## config.mk

```make
export PLATFORM = sky130hd
export DESIGN_NAME = double_exp_sched
export DESIGN_NICKNAME = d
export VERILOG_FILES = /design/src/rtl/double_exp_sched.sv
export SDC_FILE = /design/constraint.sdc
export NUM_CORES = 1
export LEC_CHECK = 0
export CAP_MARGIN = 10
export CORE_MARGIN = 3
export CORE_UTILIZATION = 49
export DETAILED_ROUTE_END_ITERATION = 6
export GPL_TIMING_DRIVEN = 0
export PLACE_DENSITY_LB_ADDON = 0.05
export SLEW_MARGIN = 30
export SYNTH_ARGS = -nofsm -noshare
export SYNTH_HDL_FRONTEND = slang
export SYNTH_SLANG_ARGS = --single-unit
export TNS_END_PERCENT = 50
```

## constraint.sdc

```tcl
create_clock -name clk -period 2.56 [get_ports clk]
set_input_delay 0.384 -clock clk [delete_from_list [all_inputs] [get_ports clk]]
set_output_delay 0.384 -clock clk [all_outputs]
set_load 0.01 [all_outputs]
```

## src/rtl/double_exp_sched.sv

```systemverilog
// Round-robin scheduler that shares one double_exp unit among REQS requesters.
// It sequences the unit's ld/setup/operand protocol and routes the result back to the granted requester.
module double_exp_sched #(
  parameter int REQS         = 4,
  parameter int WIDTH        = 8,
  parameter int LD_CYCLES    = 8,
  parameter int SETUP_CYCLES = 6,
  parameter int TIMEOUT      = 4095
) (
  input  logic                  clk,
  input  logic                  rst_n,
  input  logic [REQS-1:0]       req_valid,
  output logic [REQS-1:0]       req_ready,
  input  logic [REQS*WIDTH-1:0] req_xs,
  input  logic [REQS*WIDTH-1:0] req_xc,
  output logic [REQS-1:0]       rsp_valid,
  input  logic [REQS-1:0]       rsp_ready,
  output logic [WIDTH-1:0]      rsp_ys,
  output logic [WIDTH-1:0]      rsp_yc,
  output logic                  rsp_err,
  output logic                  de_ld,
  output logic [WIDTH-1:0]      de_xs,
  output logic [WIDTH-1:0]      de_xc,
  input  logic                  de_dn,
  input  logic [WIDTH-1:0]      de_ys,
  input  logic [WIDTH-1:0]      de_yc
);

  localparam int IW   = $clog2(REQS);
  localparam int CMAX = (LD_CYCLES > SETUP_CYCLES) ? LD_CYCLES : SETUP_CYCLES;
  localparam int CW   = $clog2(CMAX + 1);

  typedef enum logic [2:0] {IDLE, LOAD, SETUP, FEED, BUSY, RESP} state_t;

  state_t          state;
  logic [IW-1:0]   ptr;
  logic [IW-1:0]   gnt;
  logic [IW-1:0]   pick;
  logic            pick_ok;
  logic [CW-1:0]   cnt;
  logic [11:0]     tcnt;
  logic [WIDTH-1:0] op_xs;
  logic [WIDTH-1:0] op_xc;
  logic            dn_q;
  logic            dn_rise;

  // Only a rising edge of dn completes a job; a level left high from before does not.
  assign dn_rise = de_dn & ~dn_q;

  // Scan from the pointer downwards in priority so the requester closest to ptr wins last.
  always_comb begin
    // NOTE: defaults first so every path assigns pick/pick_ok; otherwise latches are inferred.
    pick    = '0;
    pick_ok = 1'b0;
    for (int i = REQS - 1; i >= 0; i--) begin
      int j;
      j = int'(ptr) + i;
      if (j >= REQS) j = j - REQS;
      if (req_valid[IW'(j)]) begin
        pick    = IW'(j);
        pick_ok = 1'b1;
      end
    end
  end

  always_ff @(posedge clk or negedge rst_n) begin
    if (!rst_n) begin
      state     <= IDLE;
      ptr       <= '0;
      gnt       <= '0;
      cnt       <= '0;
      tcnt      <= '0;
      op_xs     <= '0;
      op_xc     <= '0;
      dn_q      <= 1'b0;
      req_ready <= '0;
      rsp_valid <= '0;
      rsp_ys    <= '0;
      rsp_yc    <= '0;
      rsp_err   <= 1'b0;
      de_ld     <= 1'b0;
      de_xs     <= '0;
      de_xc     <= '0;
    end else begin
      // NOTE: nonblocking assignments so every register here samples pre-edge values.
      dn_q      <= de_dn;
      req_ready <= '0;
      unique case (state)
        IDLE: begin
          if (pick_ok) begin
            gnt       <= pick;
            req_ready <= REQS'(1) << pick;
            op_xs     <= req_xs[int'(pick)*WIDTH +: WIDTH];
            op_xc     <= req_xc[int'(pick)*WIDTH +: WIDTH];
            de_ld     <= 1'b1;
            cnt       <= '0;
            state     <= LOAD;
          end
        end
        LOAD: begin
          if (cnt == CW'(LD_CYCLES - 1)) begin
            cnt   <= '0;
            de_ld <= 1'b0;
            state <= SETUP;
          end else begin
            cnt <= cnt + 1'b1;
          end
        end
        SETUP: begin
          if (cnt == CW'(SETUP_CYCLES - 1)) begin
            cnt   <= '0;
            de_xs <= op_xs;
            de_xc <= op_xc;
            state <= FEED;
          end else begin
            cnt <= cnt + 1'b1;
          end
        end
        FEED: begin
          de_xs <= '0;
          de_xc <= '0;
          tcnt  <= '0;
          state <= BUSY;
        end
        BUSY: begin
          if (dn_rise) begin
            rsp_ys    <= de_ys;
            rsp_yc    <= de_yc;
            rsp_err   <= 1'b0;
            rsp_valid <= REQS'(1) << gnt;
            state     <= RESP;
          end else if (tcnt == 12'(TIMEOUT - 1)) begin
            rsp_ys    <= '0;
            rsp_yc    <= '0;
            rsp_err   <= 1'b1;
            rsp_valid <= REQS'(1) << gnt;
            state     <= RESP;
          end else begin
            tcnt <= tcnt + 1'b1;
          end
        end
        RESP: begin
          if (rsp_ready[gnt]) begin
            rsp_valid <= '0;
            rsp_err   <= 1'b0;
            ptr       <= (int'(gnt) == REQS - 1) ? '0 : gnt + 1'b1;
            state     <= IDLE;
          end
        end
        default: state <= IDLE;
      endcase
    end
  end

endmodule

```

### Word-level counts from Yosys, hierarchy flattened

Index checks and enable logic that the tools add are counted.

| operators by class | value |
|---|---|
| $add $sub $neg | 10 |
| equality and inequality tests | 16 |
| shift operators | 4 |
| div/mod/pow operators | 0 |
| magnitude comparators | 9 |
| multiply operators | 0 |
| reductions and logical operators | 16 |
| bitwise gates (word level) | 2 |
| muxes and demuxes | 61 |

Operators with widths:

| kind | number |
|---|---|
| variable part select 32 x 6 -> 8 bit | 2 |
| 2-to-1 mux 8 bit | 5 |
| 2-to-1 mux 4 bit | 8 |
| one-hot mux 8 bit (2 select lines) | 2 |
| 2-to-1 mux 12 bit | 2 |
| one-hot mux 12 bit (2 select lines) | 1 |
| 2-to-1 mux 1 bit | 18 |
| 2-to-1 mux 2 bit | 9 |
| 2-to-1 mux 3 bit | 6 |
| one-hot mux 3 bit (6 select lines) | 1 |
| < comparator 2 x 4 -> 1 bit, second input constant | 4 |
| adder 12 x 1 -> 12 bit, second input constant | 1 |
| == test 12 bit, second input constant | 1 |
| != test 2 bit, second input constant | 6 |
| one-hot mux 4 bit (3 select lines) | 1 |
| binary-select mux 1 bit (select 2 bit) | 5 |
| AND reduction 2 bit | 5 |
| nonzero test 2 bit | 5 |
| greater-or-equal comparator 3 bit, second input constant | 3 |
| AND reduction 3 bit | 3 |
| == test 4 x 3 -> 1 bit, second input constant | 2 |
| one-hot mux 4 bit (2 select lines) | 1 |
| << shifter 1 x 2 -> 4 bit, first input constant | 2 |
| subtractor 2 x 1 -> 2 bit, second input constant | 4 |
| 17 further kinds | 21 |

| word-level totals | value |
|---|---|
| bits in latches | 0 |
| register bits | 82 |
| logic and storage cells | 134 |
| input bits | 91 |
| output and inout bits | 42 |
| memory bits (read-only) | 0 |
| RAM bits | 0 |
| memories | 0 |

### Depth between registers and ports, before layout

Gate-level depths: netlist (run 1).

| logic depth | value |
|---|---|
| depth in word-level cells | 13 |
| gate-level depth with buffers | 8 |

### Worst setup path after synthesis (run 1)

OpenSTA, ideal clock, no wires.

| path | value |
|---|---|
| kind | in2reg |
| start | input port req_valid[2] |
| end | register op_xc[7] |
| arrival time | 1612 ps |
| library setup time | 138 ps |
| stages | 7 |
| slack | 810 ps |
| cells stage by stage | nor2b_1 > a21boi_0 > o32ai_1 > buf_4 > buf_2 > mux2i_1 > o221ai_1 |

| between the ends | value |
|---|---|
| word-level cells in the longest chain between the ends | 8 |

RTL lines:

| item | RTL line | source |
|---|---|---|
| start, declared | 12 | `input logic [REQS-1:0] req_valid,` |
| binary-select mux 1 bit (select 2 bit) | 59 | `if (req_valid[IW'(j)]) begin` |
| 2-to-1 mux 1 bit (not written as such) (2 in a row) | 59 |  |
| 2-to-1 mux 2 bit or 2-to-1 mux 1 bit (tied branches) (4 in a row) | 59 |  |
| variable part select 32 x 6 -> 8 bit or AND reduction 2 bit (tied branches) | - |  |
| end signal, assigned | 94 | `op_xc <= req_xc[int'(pick)*WIDTH +: WIDTH];` |
| end, declared | 43 | `logic [WIDTH-1:0] op_xc;` |

Parallel ways exist; a longest one is shown, timed or not. The select of a mux whose other input is x is not followed.
A chain may end at the register's enable or synchronous reset.

### Worst setup path after layout (run 1)

| path | value |
|---|---|
| start | input port req_valid[3] |
| end | register op_xs[3] |

| between the ends | value |
|---|---|
| word-level cells in the longest chain between the ends | 8 |

RTL lines:

| item | RTL line | source |
|---|---|---|
| binary-select mux 1 bit (select 2 bit) | 59 |  |
| 2-to-1 mux 1 bit (not written as such) (2 in a row) | 59 |  |
| 2-to-1 mux 2 bit or 2-to-1 mux 1 bit (tied branches) (4 in a row) | 59 |  |
| variable part select 32 x 6 -> 8 bit or AND reduction 2 bit (tied branches) | - |  |
| end signal, assigned | 93 | `op_xs <= req_xs[int'(pick)*WIDTH +: WIDTH];` |
| end, declared | 42 | `logic [WIDTH-1:0] op_xs;` |

Parallel ways exist; a longest one is shown, timed or not. The select of a mux whose other input is x is not followed.

==> results of run 1 <==
-- metrics by stage --
stage | std cells | setup WS (ns)
after floorplan | 355 | 0.810
after global placement | 589 | -1.75
after detailed placement | 590 | 0.0706
final | 607 | 0.469
after CTS | 607 | 0.419
after global routing | 607 | 0.217
-- cell families (layout without fill, tap and decap cells) --
logic type                 count (synthesis)  count (layout)
DFF                                       82              82
muxes                                     38              38
xor gates and xnor gates                  10              10
AOI/OAI and AO/OA                         79              79
and+or+nand+nor                          107             107
adders and majority gates                  9               9
buffers and inverters                     30             180
-- final cells by class --
class,count,area [um^2],share of cell area
Sequential cell,82,2050,0.365
Multi-Input combinational cell,243,1770,0.314
Timing Repair Buffer,134,1360,0.242
Clock buffer,10,138,0.0244
Tap cell,102,128,0.0227
Buffer,20,104,0.0184
Clock inverter,6,42.5,0.00756
Inverter,10,37.5,0.00667
-- flip-flops by register name, summed over array words and instances (netlist names) --
signal,count
cnt,4
de_ld,1
de_xc,8
de_xs,8
dn_q,1
gnt,2
op_xc,8
op_xs,8
ptr,2
req_ready,4
rsp_err,1
rsp_valid,4
rsp_yc,8
rsp_ys,8
state,3
tcnt,12
-- per-layer routing --
metal	vias to the layer above	routed length, um	global-route usage
li1	1581	-	-
met1	1601	4070	0.288
met2	110	4750	0.348
met3	10	716	0.0461
met4	0	110	0.0664
met5	-	0	0
-- critical path, stage by stage --
cell	delay, ns
clkdlybuf4s50_1	0.47
nor4_1	0.40
nor3_1	0.13
nand2b_1	0.12
buf_2	0.23
buf_1	0.42
nand2_1	0.12
o221ai_1	0.09
-- final timing paths --
kind,start,endpoint,slack (ns)
max in group asynchronous,rst_n,req_ready[0],1.54
worst max-delay path,req_valid[3],op_xs[3],0.47
worst min register to register,op_xc[4],de_xc[4],0.50
worst max register to register,cnt[1],de_xs[0],0.51
worst min-delay path,rst_n,tcnt[3],0.47
min in group clk,op_xc[4],de_xc[4],0.50
-- power groups by stage --
| stage | clock (uW) | sequential, uW | combinational, uW |
|---|---|---|---|
| after floorplan | 0 | 2010 | 1020 |
| after global placement | 0 | 1950 | 1830 |
| after detailed placement | 0 | 1980 | 1880 |
| after CTS | 861 | 1950 | 1900 |
| after global routing | 915 | 2000 | 2060 |
| final | 849 | 1950 | 1870 |
-- cells in the mapped netlist, types with 5 or more instances --
cell type	count
inv_1	10
a22o_1	34
nand2b_1	8
nand3_1	11
nand2_1	36
nor4_1	5
o21ai_0	13
buf_2	8
dfrtp_1	82
clkbuf_1	7
o221ai_1	17
mux2i_1	34
ha_1	9
nor2b_1	9
xnor2_1	10
nor2_1	20
-- what timing repair did --
| action | CTS | global route |
|---|---|---|
| hold buffers | 1 | 0 |
| gates resized for setup | 0 | 0 |
| endpoints found under the hold margin | 31 | 0 |
| endpoints found under the setup margin | 0 | 0 |
==> impl_metrics.toml, run 1 <==
[logic_synthesis]
syn-num-nets = 455
synth_top_area_frac = 0.518
synthCells = 355
netlist_area_um2 = 3960
synthSimpleGateAreaFrac = 0.141
netlist_top_cells_area = "dfrtp_1 52%, mux2i_1 8.6%, a22o_1 7.5%"
synthMuxAreaShare = 0.100
async_flop_share = 1.00
yosysSeqAreaShare = 0.518
synth_edf_count = 0
synth-seq-cells = 82
synth_top_family_by_area = "compound AO/OA/AOI/OAI gates"
synth_area_leader_cell = "dfrtp_1"
syn_avg_cell_area_um2 = 11.2
ys_warn_count = 0
synth_fa_ha_area_frac = 0.0284
synth_xor_area_frac = 0.0221
synth-compound-area-share = 0.155
ys.flop_type = "dfrtp_1"
ys_types = 42

[setup_path]
worstPathArrival_ns = 2.36
crit_path_max_fanout = 10
reg2reg_depth = 7
endpoint_kind = "flop"
cp.required_ns = 2.83
critical_path_class = "in -> reg"
startpoint_type = "input port"

[layout]
utilization = 0.725
num_antenna_cells = 0
stdcell_area_um2 = 5630
nFillCells = 569
layout_common_cells = "131 x clkdlybuf4s50_1, 82 x dfrtp_1, 36 x nand2_1"
area_growth_pct = 42.1
final_common_cell = "clkdlybuf4s50_1"
final_layout_size_suffix_gt1_frac = 0.0792
finalNetCount = 600

[global_route]
grt_antenna_before_repair = 0
grt_start_max_net_pins = 52
grt_usage = 0.214
overflow = 0
first_global_vias = 3207
grt_pass1_wl_um = 15400

[clocking]
clkLatencyLatePin_ns = 0.35
cts.sinks = 82
cts_setup_buffers = 0
clockBufferDepth = 2
cts_tree = "yes"
cts-root-buf = "clkbuf_8"
cts_htree_levels = 3
cts_buffers = 9
clk_pin_slew_worst_paths_ns = 0.09

[sta]
maxSlewHeadroom = 0.649
tightest_slew_ns = 0.521
final-setup-viol-count = 0
hold_violations = 0
min_period_ns = 2.09
holdWs_ns = 0.473
post-route-period-util = 0.817
skew_ns = 0.00880
drv_slew = 0
finalSetupTns_ns = 0
rsz0062_at_grt = "false"
fmax_ghz = 0.478

[place]
place_congestion = 0.790
place_hpwl_um = 7360
port_buffers = 132
dpl-instance-area_um2 = 5440

[worst_hold_path]
worst_hold_path_type = "in -> async"

[detailed_routing]
viasPerCell = 5.44
drtIter0Drc = 121
drc = 0
wl_per_cell_um = 15.9
ant_nets = 0
first_pass_iters = 5
drt_wl_total_um = 9650
via_count = 3302

[floorplan]
io_pins = 133
core_um2 = 7770
die_w_um = 95.9
start_util = 0.510
die_h_um = 95.9
dieArea_um2 = 9200
row_count = 32

[power_and_ir_drop]
power.density_nw_per_um2 = 829
p_leak_uw = 0.00251
seqPwrFrac = 0.417
p_int_uw = 3060
power_uw = 4660
p_switching_uw = 1600
p_comb_frac = 0.401
pwr-share-clk = 0.182
swShare = 0.344
vdd_ir_drop_max_mv = 0.323

[status]
outcome = "finished clean"

[run]
cap_violations = 0
Power figures use the tool's default switching activity.
==> run 2: changes to the inputs <==
--- a/config.mk
+++ b/config.mk
@@ -7,7 +7,7 @@
 export LEC_CHECK = 0
 export CAP_MARGIN = 10
 export CORE_MARGIN = 3
-export CORE_UTILIZATION = 49
+export CORE_UTILIZATION = 46
 export DETAILED_ROUTE_END_ITERATION = 6
 export GPL_TIMING_DRIVEN = 0
 export PLACE_DENSITY_LB_ADDON = 0.05
==> constraint.sdc (replaced) <==
create_clock -name clk -period 2 [get_ports clk]
set_input_delay 0.3 -clock clk [delete_from_list [all_inputs] [get_ports clk]]
set_output_delay 0.3 -clock clk [all_outputs]
set_load 0.01 [all_outputs]
==> run 2 against run 1 <==
Against the previous run: power rose by 28%; highest routed layer unchanged; clock power rose by 20%; critical endpoint is now rsp_ys[6]; non-clock buffer count increased by 8.
==> impl_metrics.toml, run 2 (synthesis gave the netlist of run 1 again) <==
[clocking]
clockBufferDepth = 2
clk_pin_slew_worst_paths_ns = 0.08
cts_htree_levels = 3
cts-root-buf = "clkbuf_8"
cts_buffers = 9
cts_tree = "yes"
clkLatencyLatePin_ns = 0.34
cts.sinks = 82

[detailed_routing]
wl_per_cell_um = 15.3
viasPerCell = 5.31
ant_nets = 0
first_pass_iters = 4
via_count = 3272
drc = 0
drt_wl_total_um = 9430
drtIter0Drc = 81

[setup_path]
slowest_delay_ns = 0.43
critPathSlowestCell = "nor3_2"
worstPathArrival_ns = 2.22
crit_family = "simple AND/OR/NAND/NOR gates"
startpoint_type = "flop"
crit_top_cell = "clkbuf_1"
cp.required_ns = 2.28
critical_path_class = "reg -> reg"
crit_buf_inv = 2
path_cells = "clkbuf_1, nand2b_1, nor3_2, clkbuf_1, a22o_1"
endpoint_kind = "flop"
crit_path_max_fanout = 10

[layout]
regMostFlops = "tcnt"
area_growth_pct = 44.1
seq_area_um2 = 2050
nFillCells = 658
largest_reg_flops = 12
final_common_cell = "clkdlybuf4s50_1"
finalNetCount = 608
utilization = 0.688
fin_cells = 616
layout_common_cells = "131 x clkdlybuf4s50_1, 82 x dfrtp_1, 36 x nand2_1"
multi_input_area_um2 = 1790
final_layout_size_suffix_gt1_frac = 0.0998
num_antenna_cells = 0

[run]
cap_violations = 0

[sta]
drv_slew = 0
setup_ws_ns = 0.0566
min_period_ns = 1.94
tightest_slew_ns = 0.484
maxSlewHeadroom = 0.677
fmax_ghz = 0.515
post-route-period-util = 0.972
hold_violations = 0
rsz0062_at_grt = "true"
final-setup-viol-count = 0
skew_ns = 0.00477

[place]
port_buffers = 132
place_hpwl_um = 7100
post-place-ws_ns = -0.361
place_congestion = 0.851
numPlacedInstances = 593

[floorplan]
dieArea_um2 = 9760
start_util = 0.477
io_pins = 133
row_count = 33
core_um2 = 8300
die_w_um = 98.8
die_h_um = 98.8

[status]
outcome = "finished clean"

[global_route]
overflow = 0
first_global_vias = 3344
grt_pass1_wl_um = 15700
grt_start_max_net_pins = 48
grt_antenna_before_repair = 0
grt_usage = 0.198

[worst_hold_path]
worst_hold_path_type = "in -> async"

[power_and_ir_drop]
power.density_nw_per_um2 = 1040
p_leak_uw = 0.00256
vdd_ir_drop_max_mv = 0.451
-- run 2: routing by layer --
layer | vias up | GRT usage | share of wire
met3 | 6 | 0.0651 | 0.079
met4 | 0 | 0.0599 | 0.0082
met2 | 106 | 0.318 | 0.48
li1 | 1592 | - | -
met1 | 1568 | 0.255 | 0.43
met5 | - | 0 | 0
-- run 2: worst paths after layout --
path / start / end / slack, ns / depth (start not counted)
max: state[1] / rsp_ys[6] / 0.06 / 5
min in group clk: de_dn / dn_q / 0.46 / 1
max in group asynchronous: rst_n / gnt[0] / 1.03 / 3
max reg2reg: state[1] / rsp_ys[6] / 0.06 / 5
min reg2reg: op_xc[2] / de_xc[2] / 0.49 / 1
min: rst_n / tcnt[3] / 0.41 / 2
-- run 2: repair_timing --
action / CTS / global route
endpoints found under the setup margin: 12 / 39
pin swaps: 0 / 1
resized for setup: 4 / 5
hold buffers: 1 / 0
endpoints found under the hold margin: 35 / 0
cloned: 0 / 0
setup buffers: 0 / 9
-- run 2: layout make-up --
class                           instances  share of cell area
Multi-Input combinational cell        243               0.314
Buffer                                 19              0.0195
Clock inverter                          4             0.00351
Tap cell                              105              0.0230
Timing Repair Buffer                  143               0.250
Inverter                               10             0.00657
Sequential cell                        82               0.359
Clock buffer                           10              0.0241
-- run 2: power breakdown --
part	internal (uW)	total, uW	switching [uW]
Combinational	1330	2450	1120
Sequential	2160	2490	323
Clock	463	1020	555
-- run 2: stage by stage --
step           TNS, ns  cell area (um^2)  hold WS, ns  total power [uW]
2_1_floorplan        0              3960      0.00441              3870
3_3_place_gp   -190.73              5410        0.472              4820
3_5_place_dp     -6.42              5440        0.216              4900
4_1_cts              0              5620        0.410              5930
5_1_grt          -1.07              5710        0.428              6370
6_report             0              5710        0.411              5950
